File: config.mk
export PLATFORM = sky130hd
export DESIGN_NAME = uart_char_rx
export DESIGN_NICKNAME = d
export VERILOG_FILES = /design/src/rtl/uart_char_rx.sv
export SDC_FILE = /design/constraint.sdc
export NUM_CORES = 1
export LEC_CHECK = 0
export BUFFER_PORTS_ARGS = -buffer_cell sky130_fd_sc_hd__buf_4
export CAP_MARGIN = 30
export CORE_ASPECT_RATIO = 1.75
export CORE_MARGIN = 2
export CORE_UTILIZATION = 66
export CTS_BUF_LIST = sky130_fd_sc_hd__clkbuf_8
export DETAILED_ROUTE_END_ITERATION = 7
export PLACE_DENSITY = 0.86
export SYNTH_ARGS = -nofsm -noshare
export SYNTH_HDL_FRONTEND = slang
export SYNTH_SLANG_ARGS = --single-unit
File: constraint.sdc
create_clock -name clk -period 3.9 [get_ports clk]
set_clock_uncertainty 0.1 [all_clocks]
set_input_delay 0.39 -clock clk [delete_from_list [all_inputs] [get_ports clk]]
set_output_delay 0.39 -clock clk [all_outputs]
set_load 0.02 [all_outputs]
File: src/rtl/uart_char_rx.sv
// 8N1 UART receiver that delivers LSB-first bytes with a valid strobe, a framing-error
// strobe and an ASCII-digit flag. Define UART_CHAR_RX_PARITY_EN to add an even-parity bit.
module uart_char_rx #(
  parameter int CLKS_PER_BIT = 16,
  parameter int CNT_W        = 16
) (
  input  logic       clk,
  input  logic       clr,
  input  logic       rxd,
  output logic [7:0] char_out,
  output logic       char_valid,
  output logic       char_is_digit,
  output logic       frame_err,
  output logic       busy
);

  localparam logic [CNT_W-1:0] LAST_CNT = CNT_W'(CLKS_PER_BIT - 1);
  localparam logic [CNT_W-1:0] HALF_CNT = CNT_W'(CLKS_PER_BIT / 2 - 1);

`ifdef UART_CHAR_RX_PARITY_EN
  typedef enum logic [2:0] {S_IDLE, S_START, S_DATA, S_PARITY, S_STOP, S_BREAK} state_t;
`else
  typedef enum logic [2:0] {S_IDLE, S_START, S_DATA, S_STOP, S_BREAK} state_t;
`endif

  state_t           state_q, state_d;
  logic [CNT_W-1:0] cnt_q, cnt_d;
  logic [2:0]       bit_idx_q, bit_idx_d;
  logic [7:0]       shift_q, shift_d;
  logic [7:0]       char_q, char_d;
  logic             digit_q, digit_d;
  logic             valid_q, valid_d;
  logic             ferr_q, ferr_d;
  logic             rxd_meta_q, rxd_s_q;
  logic             par_ok;

`ifdef UART_CHAR_RX_PARITY_EN
  logic par_ok_q, par_ok_d;
  assign par_ok = par_ok_q;

  always_ff @(posedge clk or negedge clr) begin
    if (!clr) par_ok_q <= 1'b1;
    else      par_ok_q <= par_ok_d;
  end
`else
  assign par_ok = 1'b1;
`endif

  // Synchronizer resets to the idle line level so release of clr never looks like a start bit.
  always_ff @(posedge clk or negedge clr) begin
    if (!clr) begin
      rxd_meta_q <= 1'b1;
      rxd_s_q    <= 1'b1;
    end else begin
      rxd_meta_q <= rxd;
      rxd_s_q    <= rxd_meta_q;
    end
  end

  always_comb begin
    // NOTE: every signal gets a default before the case so no path leaves one unassigned (no latches).
    state_d   = state_q;
    cnt_d     = cnt_q;
    bit_idx_d = bit_idx_q;
    shift_d   = shift_q;
    char_d    = char_q;
    digit_d   = digit_q;
    valid_d   = 1'b0;
    ferr_d    = 1'b0;
`ifdef UART_CHAR_RX_PARITY_EN
    par_ok_d  = par_ok_q;
`endif

    unique case (state_q)
      S_IDLE: begin
        cnt_d = '0;
        if (!rxd_s_q) state_d = S_START;
      end
      S_START: begin
        if (cnt_q == HALF_CNT) begin
          cnt_d     = '0;
          bit_idx_d = '0;
          state_d   = rxd_s_q ? S_IDLE : S_DATA;
        end else begin
          cnt_d = cnt_q + 1'b1;
        end
      end
      S_DATA: begin
        if (cnt_q == LAST_CNT) begin
          cnt_d     = '0;
          shift_d   = {rxd_s_q, shift_q[7:1]};
          bit_idx_d = bit_idx_q + 3'd1;
          if (bit_idx_q == 3'd7) begin
`ifdef UART_CHAR_RX_PARITY_EN
            state_d = S_PARITY;
`else
            state_d = S_STOP;
`endif
          end
        end else begin
          cnt_d = cnt_q + 1'b1;
        end
      end
`ifdef UART_CHAR_RX_PARITY_EN
      S_PARITY: begin
        if (cnt_q == LAST_CNT) begin
          cnt_d    = '0;
          par_ok_d = (rxd_s_q == ^shift_q);
          state_d  = S_STOP;
        end else begin
          cnt_d = cnt_q + 1'b1;
        end
      end
`endif
      S_STOP: begin
        if (cnt_q == LAST_CNT) begin
          cnt_d = '0;
          if (rxd_s_q && par_ok) begin
            char_d  = shift_q;
            digit_d = (shift_q >= 8'h30) && (shift_q <= 8'h39);
            valid_d = 1'b1;
            state_d = S_IDLE;
          end else begin
            ferr_d  = 1'b1;
            // A low stop bit means the line may be held in break; wait for it to recover.
            state_d = rxd_s_q ? S_IDLE : S_BREAK;
          end
        end else begin
          cnt_d = cnt_q + 1'b1;
        end
      end
      S_BREAK: begin
        if (rxd_s_q) state_d = S_IDLE;
      end
      default: state_d = S_IDLE;
    endcase
  end

  always_ff @(posedge clk or negedge clr) begin
    // NOTE: sequential state uses non-blocking assignments so all flops update from pre-edge values.
    if (!clr) begin
      state_q   <= S_IDLE;
      cnt_q     <= '0;
      bit_idx_q <= '0;
      shift_q   <= '0;
      char_q    <= '0;
      digit_q   <= 1'b0;
      valid_q   <= 1'b0;
      ferr_q    <= 1'b0;
    end else begin
      state_q   <= state_d;
      cnt_q     <= cnt_d;
      bit_idx_q <= bit_idx_d;
      shift_q   <= shift_d;
      char_q    <= char_d;
      digit_q   <= digit_d;
      valid_q   <= valid_d;
      ferr_q    <= ferr_d;
    end
  end

  assign char_out      = char_q;
  assign char_is_digit = digit_q;
  assign char_valid    = valid_q;
  assign frame_err     = ferr_q;
  assign busy          = (state_q != S_IDLE);

endmodule

---- Word level (Yosys, flattened, before mapping) ----
Cells that the tools add are included.
storage, ports and cells
  input port bits ......................... 3
  bits in registers ....................... 43
  word-level logic and storage cells ...... 58
operators by class
  $lt $le $gt $ge ......................... 2
  eq/ne operators ......................... 13
  reductions and logical operators ........ 10
  multiplexer cells ....................... 21
  add/subtract/negate cells ............... 2
operator list
  kind                   count
  $pmux 16 s3            1
  $mux 16                2
  $mux 3                 9
  $add 16x1->16 const B  1
  $eq 16x3->1 const B    1
  $eq 16x4->1 const B    1
  $pmux 3 s5             1
  $ne 2x2->1 const B     6
  $ge 8x6->1 const B     1
  $le 8x6->1 const B     1
  $eq 3x2->1 const B     2
  $eq 3x3->1 const B     2
  $mux 1                 6
  $pmux 3 s2             1
  $reduce_and 3->1       2
  $reduce_and 6->1       1
  $reduce_bool 3->1      2
  $add 3x1->3 const B    1
  $eq 3x1->1 const B     1
  $logic_not 3->1        1
  $mux 2                 1
  $reduce_and 2->1       1
  $reduce_bool 2->1      1
  $reduce_or 2->1        1
  $logic_and 1x1->1      1

---- Depth between registers and ports, before layout ----
Gate-level depths: netlist of the first run.
  depth in word-level cells ............... 4
  depth in mapped cells ................... 8
  mapped depth without buffers ............ 6

---- Worst setup path before layout of the first run ----
No wires, ideal clock.
  path type ............................... register to register
  from .................................... register cnt_q[6]
  to ...................................... register shift_q[0]
  slack ................................... 1421 ps
  buffers on the path ..................... 2
  arrival ................................. 2255 ps
  cell stages (with the launch flop) ...... 7
  setup time .............................. 125 ps
  path through ............................ dfrtp_1 > or4_4 > or4_1 > buf_2 > nor3_2 > buf_4 > mux2_2
between the ends
  longest elaborated chain between the ends .. 2
ends and longest elaborated chain
  item                        line  source
  start, declared             27    logic [CNT_W-1:0] cnt_q, cnt_d;
  start signal, assigned      152   cnt_q <= cnt_d;
  $eq 16x4->1                 89    if (cnt_q == LAST_CNT) begin
  $reduce_and 2->1 (no line)  --
  end signal, assigned        154   shift_q <= shift_d;
  end, declared               29    logic [7:0] shift_q, shift_d;
No other way between the ends.
A chain may end at the register's enable or synchronous reset.

---- Worst setup path after layout of the first run ----
  from .................................... register cnt_q[13]
  to ...................................... register bit_idx_q[0]
between the ends
  longest elaborated chain between the ends .. 3
  elaborated cells on any way between the ends .. 5
  classes of those cells .................. eq/ne: 4; reduce/logical: 1
ends and longest elaborated chain
  item                                               line    source
  $eq 16x4->1 / $eq 16x3->1 (equally long branches)  89, 80
  $ne 2x2->1 (no line)                               --
  $reduce_and 3->1 (no line) (*)                     --
  end signal, assigned                               153     bit_idx_q <= bit_idx_d;
  end, declared                                      28      logic [2:0] bit_idx_q, bit_idx_d;
Every way passes the cells marked *; elsewhere a longest branch is shown, timed or not.

==> results.md, run 1 <==
* Run status: finished clean
* Row count at 26
* Number of flops mapped to enable cells by yosys at 0
* Number of remaining DRC errors at 0
* Clock root buffer master: sky130_fd_sc_hd__clkbuf_8
* Dominant register cell in the synthesized netlist: sky130_fd_sc_hd__dfrtp_1
* Power per Cell Area at 483.2 mW/mm²
* Post-synthesis net count at 198
* Setup Fix Bufs, Post-CTS at 0
* Cell count after synthesis at 191
* Global route overflow at 0
* Sink Count at 43
* FFs w/ async S/R, synth at 1.000
* Worst-case vdd ir drop at 0.3406 mV
* Estimated wirelength of the detail-placed design at 2848 µm
* Endpoints failing setup at 0
* Shortest clock period the worst path allows after layout at 3123 ps
* Combinational share of power at 0.247
* Total length of routed wires at 3931 µm
* Count of yosys warnings during synthesis at 0
* Buffer depth of the longest clock path at 2
* Type of the worst setup path: flip-flop to flip-flop
* Max Clock Freq at 320.3 MHz
* Setup tns final at 0 ps
* I/O Buffers at 14
* Syn-to-layout area delta at 9.800%
* Placement Setup Slack at 815.7 ps
* Synthesized area per cell at 10.83 µm²
* Largest driver fanout on the critical path at 11
* Unrepaired setup endpoints after global routing: false
* Slew of the pin with the lowest slew margin at 743.5 ps
* First-pass GRT wire length at 6417 µm
* Static leakage power at 0.001046 µW
* GRT Resource Usage Total at 0.2450
* Vias post-DR at 1516
* Antenna diode instance count at 0
* Pint at 729.4 µW
* Area of the mapped netlist at 0.002068 mm²
* Switching part of the total at 0.3354
* Reported net switching power at 368.0 µW
* Unique cell type count in the Yosys netlist at 43
* DRC violation total after the first TritonRoute iteration at 36
* Endpoint required time on the critical path at 3990 ps
* Critical Path Source Type: flip-flop
* Worst-case setup margin in the final layout at 777.5 ps
* Via/cell ratio at 6.113
* Htree depth at 2
* Clock power share at 0.243
* Vias in the first global route at 1504
* Total of flip-flops plus latches after synthesis at 43
* Headroom to the max-slew limit at 0.4997
* Clock Pin Slew Worst Setup and Hold Paths at 80 ps
* Sequential fraction of the synthesis area at 0.5215
* Number of buffers created by CTS at 5
* Vertical die dimension at 78.06 µm
* Kind of capture point of the worst setup path: flip-flop
* Wire length per cell after detailed routing at 15.85 µm
* Initial antenna violation count at 0
* Clk_lat worst skew at 290 ps
* Horizontal die dimension at 46.32 µm
* Portion of the clock cycle consumed by the worst path in the final layout at 0.8006
* Antenna Nets Post-Route at 0
* Seq pwr share at 0.510
* I/O pins at 15
* Hold/Removal Path Class: input port to flip-flop
* Arrival time at the worst endpoint at 3210 ps
* Router iterations before antenna repair at 4
* Worst Hold Depth at 1
* Depth of the most critical reg-to-reg path at 5
* Starting density of the core at 0.6986
* Pin count of the biggest net entering global routing at 44
* Total Die Area at 0.003615 mm²
* Worst reg-to-reg setup slack at 780 ps
* Placeable core region at 0.002960 mm²
* Nets@finish at 212
* Maxcap violations at 0
* Number of pins exceeding their max-slew limit in the final report at 0
* Number of failing hold endpoints at the final stage at 0
* Fraction of final layout cells with drive strength greater than 1 at 0.2233
* Routability-driven placement congestion ratio at 0.9191
* Post-layout utilization of the core at 0.7671
* Clock tree from TritonCTS: built
## registers in the layout, summed over array words and instances (netlist names)
| signal | flops |
|---|---|
| cnt_q | 16 |
| rxd_meta_q | 1 |
| char_out | 8 |
| state_q | 3 |
| rxd_s_q | 1 |
| bit_idx_q | 3 |
| frame_err | 1 |
| char_valid | 1 |
| char_is_digit | 1 |
| shift_q | 8 |
## layer usage
metal	vias up	GRT usage	wire length [µm]
met1	739	0.2516	1438
met2	44	0.4278	2250
met5	-	0	0
met4	0	0.1371	127
li1	721	-	-
met3	12	0.05057	115
## placed cells by master, fill, tap and decap left out, drive strengths merged, types with 4 or more instances in the layout
cell type and instances:
dfrtp 41, o21ai 17, mux2 17, nand2 14, buf 14, nor2 10, a21oi 10, or3 9
inv 9, nand4 6, nand3 5, clkbuf 5, a22o 5, nor3 5, or4 5, ha 4
## layout make-up
type | count | area (µm²)
clock buffers | 5 | 68.82
clock inverters | 3 | 16.27
fillers | 186 | 689.4
inverters | 8 | 30.03
multi-input cells | 132 | 909.6
flip-flops and latches | 43 | 1079
well taps | 42 | 52.55
repair buffers | 15 | 115.1
## critical path, stage by stage, from the launching register on
cell	delay, ps
sky130_fd_sc_hd__dfrtp_1	430
sky130_fd_sc_hd__or4_2	710
sky130_fd_sc_hd__or4_1	590
sky130_fd_sc_hd__nor3_2	630
sky130_fd_sc_hd__o21ai_0	280
sky130_fd_sc_hd__a22o_1	280
## Yosys cell counts, types with 2 or more instances
cell	instances	area, µm²
sky130_fd_sc_hd__dfstp_2	2	52.55
sky130_fd_sc_hd__a21oi_1	10	50.05
sky130_fd_sc_hd__nand2b_1	2	12.51
sky130_fd_sc_hd__clkbuf_1	4	15.01
sky130_fd_sc_hd__o21ai_0	17	85.08
sky130_fd_sc_hd__a22o_1	4	35.03
sky130_fd_sc_hd__mux2_2	17	191.4
sky130_fd_sc_hd__buf_6	2	22.52
sky130_fd_sc_hd__dfrtp_1	41	1026
sky130_fd_sc_hd__ha_1	4	50.05
sky130_fd_sc_hd__nor3_1	4	20.02
sky130_fd_sc_hd__xnor2_1	2	17.52
sky130_fd_sc_hd__xor2_1	2	17.52
sky130_fd_sc_hd__nand4_1	5	31.28
sky130_fd_sc_hd__nor2_1	10	37.54
sky130_fd_sc_hd__nand2_1	14	52.55
sky130_fd_sc_hd__nand3_1	5	25.02
sky130_fd_sc_hd__or4_1	3	22.52
sky130_fd_sc_hd__or3_1	9	56.30
sky130_fd_sc_hd__inv_1	8	30.03
sky130_fd_sc_hd__nor4_1	3	18.77
sky130_fd_sc_hd__nor2b_1	2	12.51
## what timing repair did
item | 4_1_cts | 5_1_grt
hold endpoints to repair | 41 | 0
gates resized for setup | 0 | 0
hold buffers | 1 | 0
## worst paths after layout
| kind | to | startpoint |
|---|---|---|
| max | bit_idx_q[0] | cnt_q[13] |
| min | rxd_meta_q | rxd |
| max reg2reg | bit_idx_q[0] | cnt_q[13] |
| min reg2reg | rxd_s_q | rxd_meta_q |
| max in group asynchronous | rxd_meta_q | clr |
| min in group asynchronous | char_out[5] | clr |
## cells by family after synthesis
| logic type | count (synthesis) | share of synthesized area |
|---|---|---|
| adders and majority gates | 4 | 0.02420 |
| and+or+nand+nor | 65 | 0.1748 |
| xor gates and xnor gates | 4 | 0.01694 |
| muxes | 17 | 0.09256 |
| AOI/OAI and AO/OA | 42 | 0.1313 |
| buffers and inverters | 16 | 0.03871 |
| DFF | 43 | 0.5215 |
## power groups by stage
stage	clock [µW]	sequential [µW]	combinational (µW)
floorplan	0	537	251
global placement	0	562	259
detailed placement	0	567	270
CTS	275	559	272
global route	302	568	304
finish	267	560	271
## through the flow
step | area [µm²] | total power (µW) | hold WS (ps) | std cells
final | 2271 | 1097 | 111.3 | 248
after global routing | 2271 | 1174 | 87.89 | 248
after CTS | 2271 | 1105 | 98.15 | 248
after detailed placement | 2176 | 837.0 | 256.2 | 239
after global placement | 2176 | 821.4 | 246.3 | 239
after floorplan | 2068 | 788.1 | -5.591 | 191
No activity file was read; power rests on OpenSTA's default activity.
==> run 2: changes to the inputs <==
CORE_UTILIZATION = 56   (was 66)
PLACE_DENSITY = 0.78   (was 0.86)
clock period = 2.7 ns   (was 3.9 ns; I/O delays follow)
==> results.md, run 2 (synthesis results as in run 1) <==
* Worst reg-to-reg setup slack at 100 ps (-680 ps)
* Vias post-DR at 1512 (-0.26%)
* Slew of the pin with the lowest slew margin at 745.3 ps (+1.754 ps)
* Type of the worst setup path: flip-flop to flip-flop
* Area of all sequential standard cells at 0.001079 mm² (unchanged)
* Wire length per cell after detailed routing at 15.93 µm (+0.48%)
* # placed instances at 249 (+4.2%)
* Worst-case vdd ir drop at 0.4923 mV (+45%)
* Run status: finished clean
* Row count at 29 (+12%)
* Hold_sp: rxd_meta_q
* Number of pins exceeding their max-slew limit in the final report at 0 (unchanged)
* Shortest clock period the worst path allows after layout at 2598 ps (-525.0 ps)
* Htree depth at 2 (unchanged)
* I/O pins at 15 (unchanged)
* Largest driver fanout on the critical path at 10 (-1)
* Starting density of the core at 0.5758 (-0.1229)
* Vias in the first global route at 1662 (+11%)
* Max Clock Freq at 385.0 MHz (+20%)
* Number of failing hold endpoints at the final stage at 0 (unchanged)
* Total Die Area at 0.004215 mm² (+17%)
* Most common cell after layout, fill and taps aside: sky130_fd_sc_hd__dfrtp_1
* Global route overflow at 0 (unchanged)
* First-pass GRT wire length at 7293 µm (+14%)
* Buffering stage count on the worst path with inverters included at 1 (+1)
* Static leakage power at 0.001077 µW (+3.0%)
* Via/cell ratio at 5.838 (-4.5%)
* Number of buffers created by CTS at 5 (unchanged)
* Placeable core region at 0.003592 mm² (+21%)
* Multi-input logic area at 909.6 µm² (unchanged)
* Routability-driven placement congestion ratio at 0.8552 (-7.0%)
* Clock root buffer master: sky130_fd_sc_hd__clkbuf_8
* Headroom to the max-slew limit at 0.5031 (+0.003401)
* Horizontal die dimension at 49.94 µm (+7.8%)
* Power per Cell Area at 695.1 mW/mm² (+44%)
* Setup tns final at 0 ps (unchanged)
* Cell family with the largest share of critical-path delay: simple AND/OR/NAND/NOR gates
* Critical-path cell with the highest stage delay: sky130_fd_sc_hd__or4_2
* Worst Hold Depth at 0 (-1)
* Sink Count at 43 (unchanged)
* Critical Path Source Type: flip-flop
* Cell-by-cell trace of the critical path: or4_2, or4_1, nor3_2, buf_4, mux2_2
* Arrival time at the worst endpoint at 2690 ps (-520 ps)
* DRC violation total after the first TritonRoute iteration at 37 (+2.8%)
* Initial antenna violation count at 0 (unchanged)
* Maxcap violations at 0 (unchanged)
* Hold/Removal Path Class: flip-flop to flip-flop
* Final cell count without fillers at 259 (+4.4%)
* Kind of capture point of the worst setup path: flip-flop
* Buffer depth of the longest clock path at 2 (unchanged)
* R2R Path End: shift_q[5]
* Clock tree from TritonCTS: built
* Clock Pin Slew Worst Setup and Hold Paths at 90 ps (about the same)
* Unrepaired setup endpoints after global routing: false
* Start of the worst register-to-register path: cnt_q[13]
* Hold Slack at 258.3 ps (+147.0 ps)
* Endpoints failing setup at 0 (unchanged)
* Top library cells by usage in the layout, fill and taps aside: sky130_fd_sc_hd__dfrtp_1, sky130_fd_sc_hd__buf_4, sky130_fd_sc_hd__o21ai_0, sky130_fd_sc_hd__mux2_2, sky130_fd_sc_hd__nand2_1
* Number of remaining DRC errors at 0 (unchanged)
* Fraction of final layout cells with drive strength greater than 1 at 0.2488 (+0.02553)
* Fillers at 277 (+49%)
* Max reg flops at 16 (unchanged)
* Antenna diode instance count at 0 (unchanged)
* Syn-to-layout area delta at 13.07%
* Maximum cell stage delay along the critical path at 680 ps (-30 ps)
* Depth of the most critical reg-to-reg path at 5 (unchanged)
* Clk_lat worst skew at 300 ps (about the same)
* I/O Buffers at 14 (unchanged)
* Portion of the clock cycle consumed by the worst path in the final layout at 0.9621 (+0.1614)
* Estimated wirelength of the detail-placed design at 2966 µm (+4.1%)
* Worst min-delay path endpoint: rxd_s_q
* Pin count of the biggest net entering global routing at 44 (unchanged)
* Endpoint required time on the critical path at 2800 ps (-1190 ps)
* Antenna Nets Post-Route at 0 (unchanged)
* GRT Resource Usage Total at 0.2265 (-0.01850)
* Total length of routed wires at 4125 µm (+4.9%)
* Nets@finish at 219 (+3.3%)
* Post-CTS Hold Buffers at 2 (+1)
* Number of instances resized during post-cts repair at 0 (unchanged)
* Vertical die dimension at 84.40 µm (+8.1%)
* Router iterations before antenna repair at 4 (unchanged)
* Setup Fix Bufs, Post-CTS at 0 (unchanged)
* Top reg by flops: cnt_q
run 2: cell types whose count changed in the layout (fill, tap and decap cells not counted):
cell	previous run	this run
sky130_fd_sc_hd__clkinv_2	1	0
sky130_fd_sc_hd__inv_1	9	8
sky130_fd_sc_hd__clkinvlp_4	1	2
sky130_fd_sc_hd__dlygate4sd3_1	1	2
sky130_fd_sc_hd__inv_6	0	1
sky130_fd_sc_hd__buf_4	14	20
run 2: worst max path at each step:
stage / startpoint / to / slack [ps] / cells after the start
after floorplan: cnt_q[6] / shift_q[0] / 220 / 6
after global placement: cnt_q[13] / cnt_q[0] / 150 / 4
after detailed placement: cnt_q[10] / shift_q[6] / 100 / 5
after CTS: cnt_q[10] / shift_q[0] / 100 / 5
after global routing: cnt_q[13] / cnt_q[10] / 20 / 5
final: cnt_q[13] / shift_q[5] / 100 / 5
run 2: area by class of cell:
type | count | area share
Sequential cell | 43 | 0.4612
Multi-Input combinational cell | 132 | 0.3890
Timing Repair Buffer | 22 | 0.07277
Clock buffer | 5 | 0.02943
Tap cell | 46 | 0.02461
Inverter | 8 | 0.01284
Clock inverter | 3 | 0.01017
run 2: per-stage QoR:
step	utilization	total power [µW]	instance area (µm²)	setup WS (ps)
after floorplan	-	1138	2068	220.7
after global placement	0.6196	1196	2226	151.6
after detailed placement	0.6196	1219	2226	99.15
after CTS	0.6510	1638	2338	96.75
after global routing	0.6510	1725	2338	19.75
final	0.6510	1625	2338	102.4
run 2: power breakdown:
part	leakage [µW]	switching, µW	internal [µW]	total, µW
logic	0.000454	227	172	400
registers	0.000582	105	708	812
clock network	0.0000408	229	185	414
run 2: per-layer routing:
metal / global-route usage / vias up / wire [µm]
li1: - / 734 / -
met1: 0.2344 / 747 / 1566
met2: 0.4182 / 24 / 2374
met3: 0.04982 / 7 / 96
met4: 0.1061 / 0 / 87
met5: 0 / - / 0
==> run 3: changes to the inputs <==
CORE_ASPECT_RATIO = not set   (was 1.75)
==> results.md, run 3 (synthesis results as in run 1) <==
* Run status: finished clean
* Critical-path cell with the highest stage delay: sky130_fd_sc_hd__or4_2
* Routability-driven placement congestion ratio at 0.8897 (+4.0%)
* Setup tns final at 0 ps (unchanged)
* Number of failing hold endpoints at the final stage at 0 (unchanged)
* Vertical die dimension at 64.77 µm (-23%)
* Critical Path Source Type: flip-flop
* Headroom to the max-slew limit at 0.5246 (+0.02143)
* Slew of the pin with the lowest slew margin at 713.2 ps (-32.15 ps)
* Top reg by flops: cnt_q
* Clk_lat worst skew at 300 ps (about the same)
* Pin count of the biggest net entering global routing at 44 (unchanged)
* Max reg flops at 16 (unchanged)
* Nets@finish at 218 (-0.46%)
* Starting density of the core at 0.5736 (-0.002198)
* Summed area of non-filler cells in the final layout at 0.002340 mm² (about the same)
* Wire length per cell after detailed routing at 14.85 µm (-6.8%)
* I/O pins at 15 (unchanged)
* Router iterations before antenna repair at 4 (unchanged)
* Portion of the clock cycle consumed by the worst path in the final layout at 0.9591 (-0.002961)
* Shortest clock period the worst path allows after layout at 2590 ps (-7.996 ps)
* Multi-input logic area at 914.6 µm² (+0.55%)
* Global route overflow at 0 (unchanged)
* Buffering stage count on the worst path with inverters included at 0 (-1)
* Row count at 22 (-24%)
* Hold/Removal Path Class: flip-flop to flip-flop
* Type of the worst setup path: flip-flop to flip-flop
* DRC violation total after the first TritonRoute iteration at 85 (+130%)
* Cell family with the largest share of critical-path delay: simple AND/OR/NAND/NOR gates
* Fraction of final layout cells with drive strength greater than 1 at 0.2547 (+0.005891)
* Antenna diode instance count at 0 (unchanged)
* Antenna Nets Post-Route at 0 (unchanged)
* Buffer depth of the longest clock path at 2 (unchanged)
* Estimated wirelength of the detail-placed design at 2648 µm (-11%)
* Via/cell ratio at 5.815 (-0.38%)
* Syn-to-layout area delta at 13.13% (about the same)
* Vias in the first global route at 1534 (-7.7%)
* Endpoint required time on the critical path at 2790 ps (about the same)
* Area of all sequential standard cells at 0.001079 mm² (unchanged)
* Placed instance area at 0.002221 mm² (-0.22%)
* Unrepaired setup endpoints after global routing: false
* Initial antenna violation count at 0 (unchanged)
* Clock tree from TritonCTS: built
* Largest driver fanout on the critical path at 14 (+4)
* Number of buffers created by CTS at 5 (unchanged)
* Cell-by-cell trace of the critical path: or4_2, or4_1, a22oi_4, o21ai_0, nor2b_1
* First-pass GRT wire length at 6679 µm (-8.4%)
* Worst-case vdd ir drop at 0.3061 mV (-38%)
* Clock Pin Slew Worst Setup and Hold Paths at 80 ps (about the same)
* Number of pins exceeding their max-slew limit in the final report at 0 (unchanged)
* I/O Buffers at 14 (unchanged)
* Placeable core region at 0.003606 mm² (+0.38%)
* Htree depth at 2 (unchanged)
* GRT Resource Usage Total at 0.2063 (-0.02022)
* Arrival time at the worst endpoint at 2680 ps (about the same)
* Endpoints failing setup at 0 (unchanged)
* Max Clock Freq at 386.2 MHz (+0.31%)
* Total length of routed wires at 3860 µm (-6.4%)
* Number of remaining DRC errors at 0 (unchanged)
* Top library cells by usage in the layout, fill and taps aside: sky130_fd_sc_hd__dfrtp_1, sky130_fd_sc_hd__buf_4, sky130_fd_sc_hd__o21ai_0, sky130_fd_sc_hd__mux2_2, sky130_fd_sc_hd__nand2_1
* Post-layout utilization of the core at 0.6489 (-0.002138)
* Total Die Area at 0.004195 mm² (-0.46%)
* Static leakage power at 0.001077 µW (about the same)
* Horizontal die dimension at 64.77 µm (+30%)
* Kind of capture point of the worst setup path: flip-flop
* Sink Count at 43 (unchanged)
* Fillers at 285 (+2.9%)
* Most common cell after layout, fill and taps aside: sky130_fd_sc_hd__dfrtp_1
* Maxcap violations at 0 (unchanged)
* Vias post-DR at 1512 (unchanged)
* Maximum cell stage delay along the critical path at 690 ps (about the same)
* Clock root buffer master: sky130_fd_sc_hd__clkbuf_8
* Power per Cell Area at 696.4 mW/mm² (+0.20%)
-- run 3: cell type report --
class | count | share of cell area
clock inverters | 3 | 0.01070
well taps | 48 | 0.02567
flip-flops and latches | 43 | 0.4610
multi-input cells | 132 | 0.3909
repair buffers | 21 | 0.06952
clock buffers | 5 | 0.02941
inverters | 8 | 0.01283
-- run 3: metal layers --
| layer | routed length [µm] | up-vias | GRT usage |
|---|---|---|---|
| li1 | - | 732 | - |
| met1 | 1677 | 750 | 0.2308 |
| met2 | 2005 | 26 | 0.3698 |
| met3 | 115 | 4 | 0.04861 |
| met4 | 62 | 0 | 0.09309 |
| met5 | 0 | - | 0 |
-- run 3: metrics by stage --
stage	setup slack, ps	power (µW)	hold slack [ps]	instances
after floorplan	220.7	1138	-125.6	191
after global placement	137.4	1192	174.3	250
after detailed placement	99.23	1217	188.2	250
after CTS	95.42	1637	259.3	260
after global routing	2.977	1713	267.2	260
final	110.4	1630	257.5	260
-- run 3: final timing paths --
path / startpoint / to / slack, ps / cells past startpoint
max: cnt_q[13] / cnt_q[10] / 110 / 5
min: rxd_meta_q / rxd_s_q / 260 / 0
max reg2reg: cnt_q[13] / cnt_q[10] / 110 / 5
min reg2reg: rxd_meta_q / rxd_s_q / 260 / 0
max in group asynchronous: clr / rxd_meta_q / 1730 / 2
min in group asynchronous: clr / char_out[3] / 390 / 2
-- run 3: where the power goes --
part	switching [µW]	internal, µW
combinational	228	176
clock	228	185
sequential	105	708
-- run 3: timing repair --
item | CTS | global route
setup buffers | 0 | 0
endpoints found under the hold margin | 42 | 0
hold buffers | 2 | 0
endpoints found under the setup margin | 0 | 5
resized for setup | 0 | 2
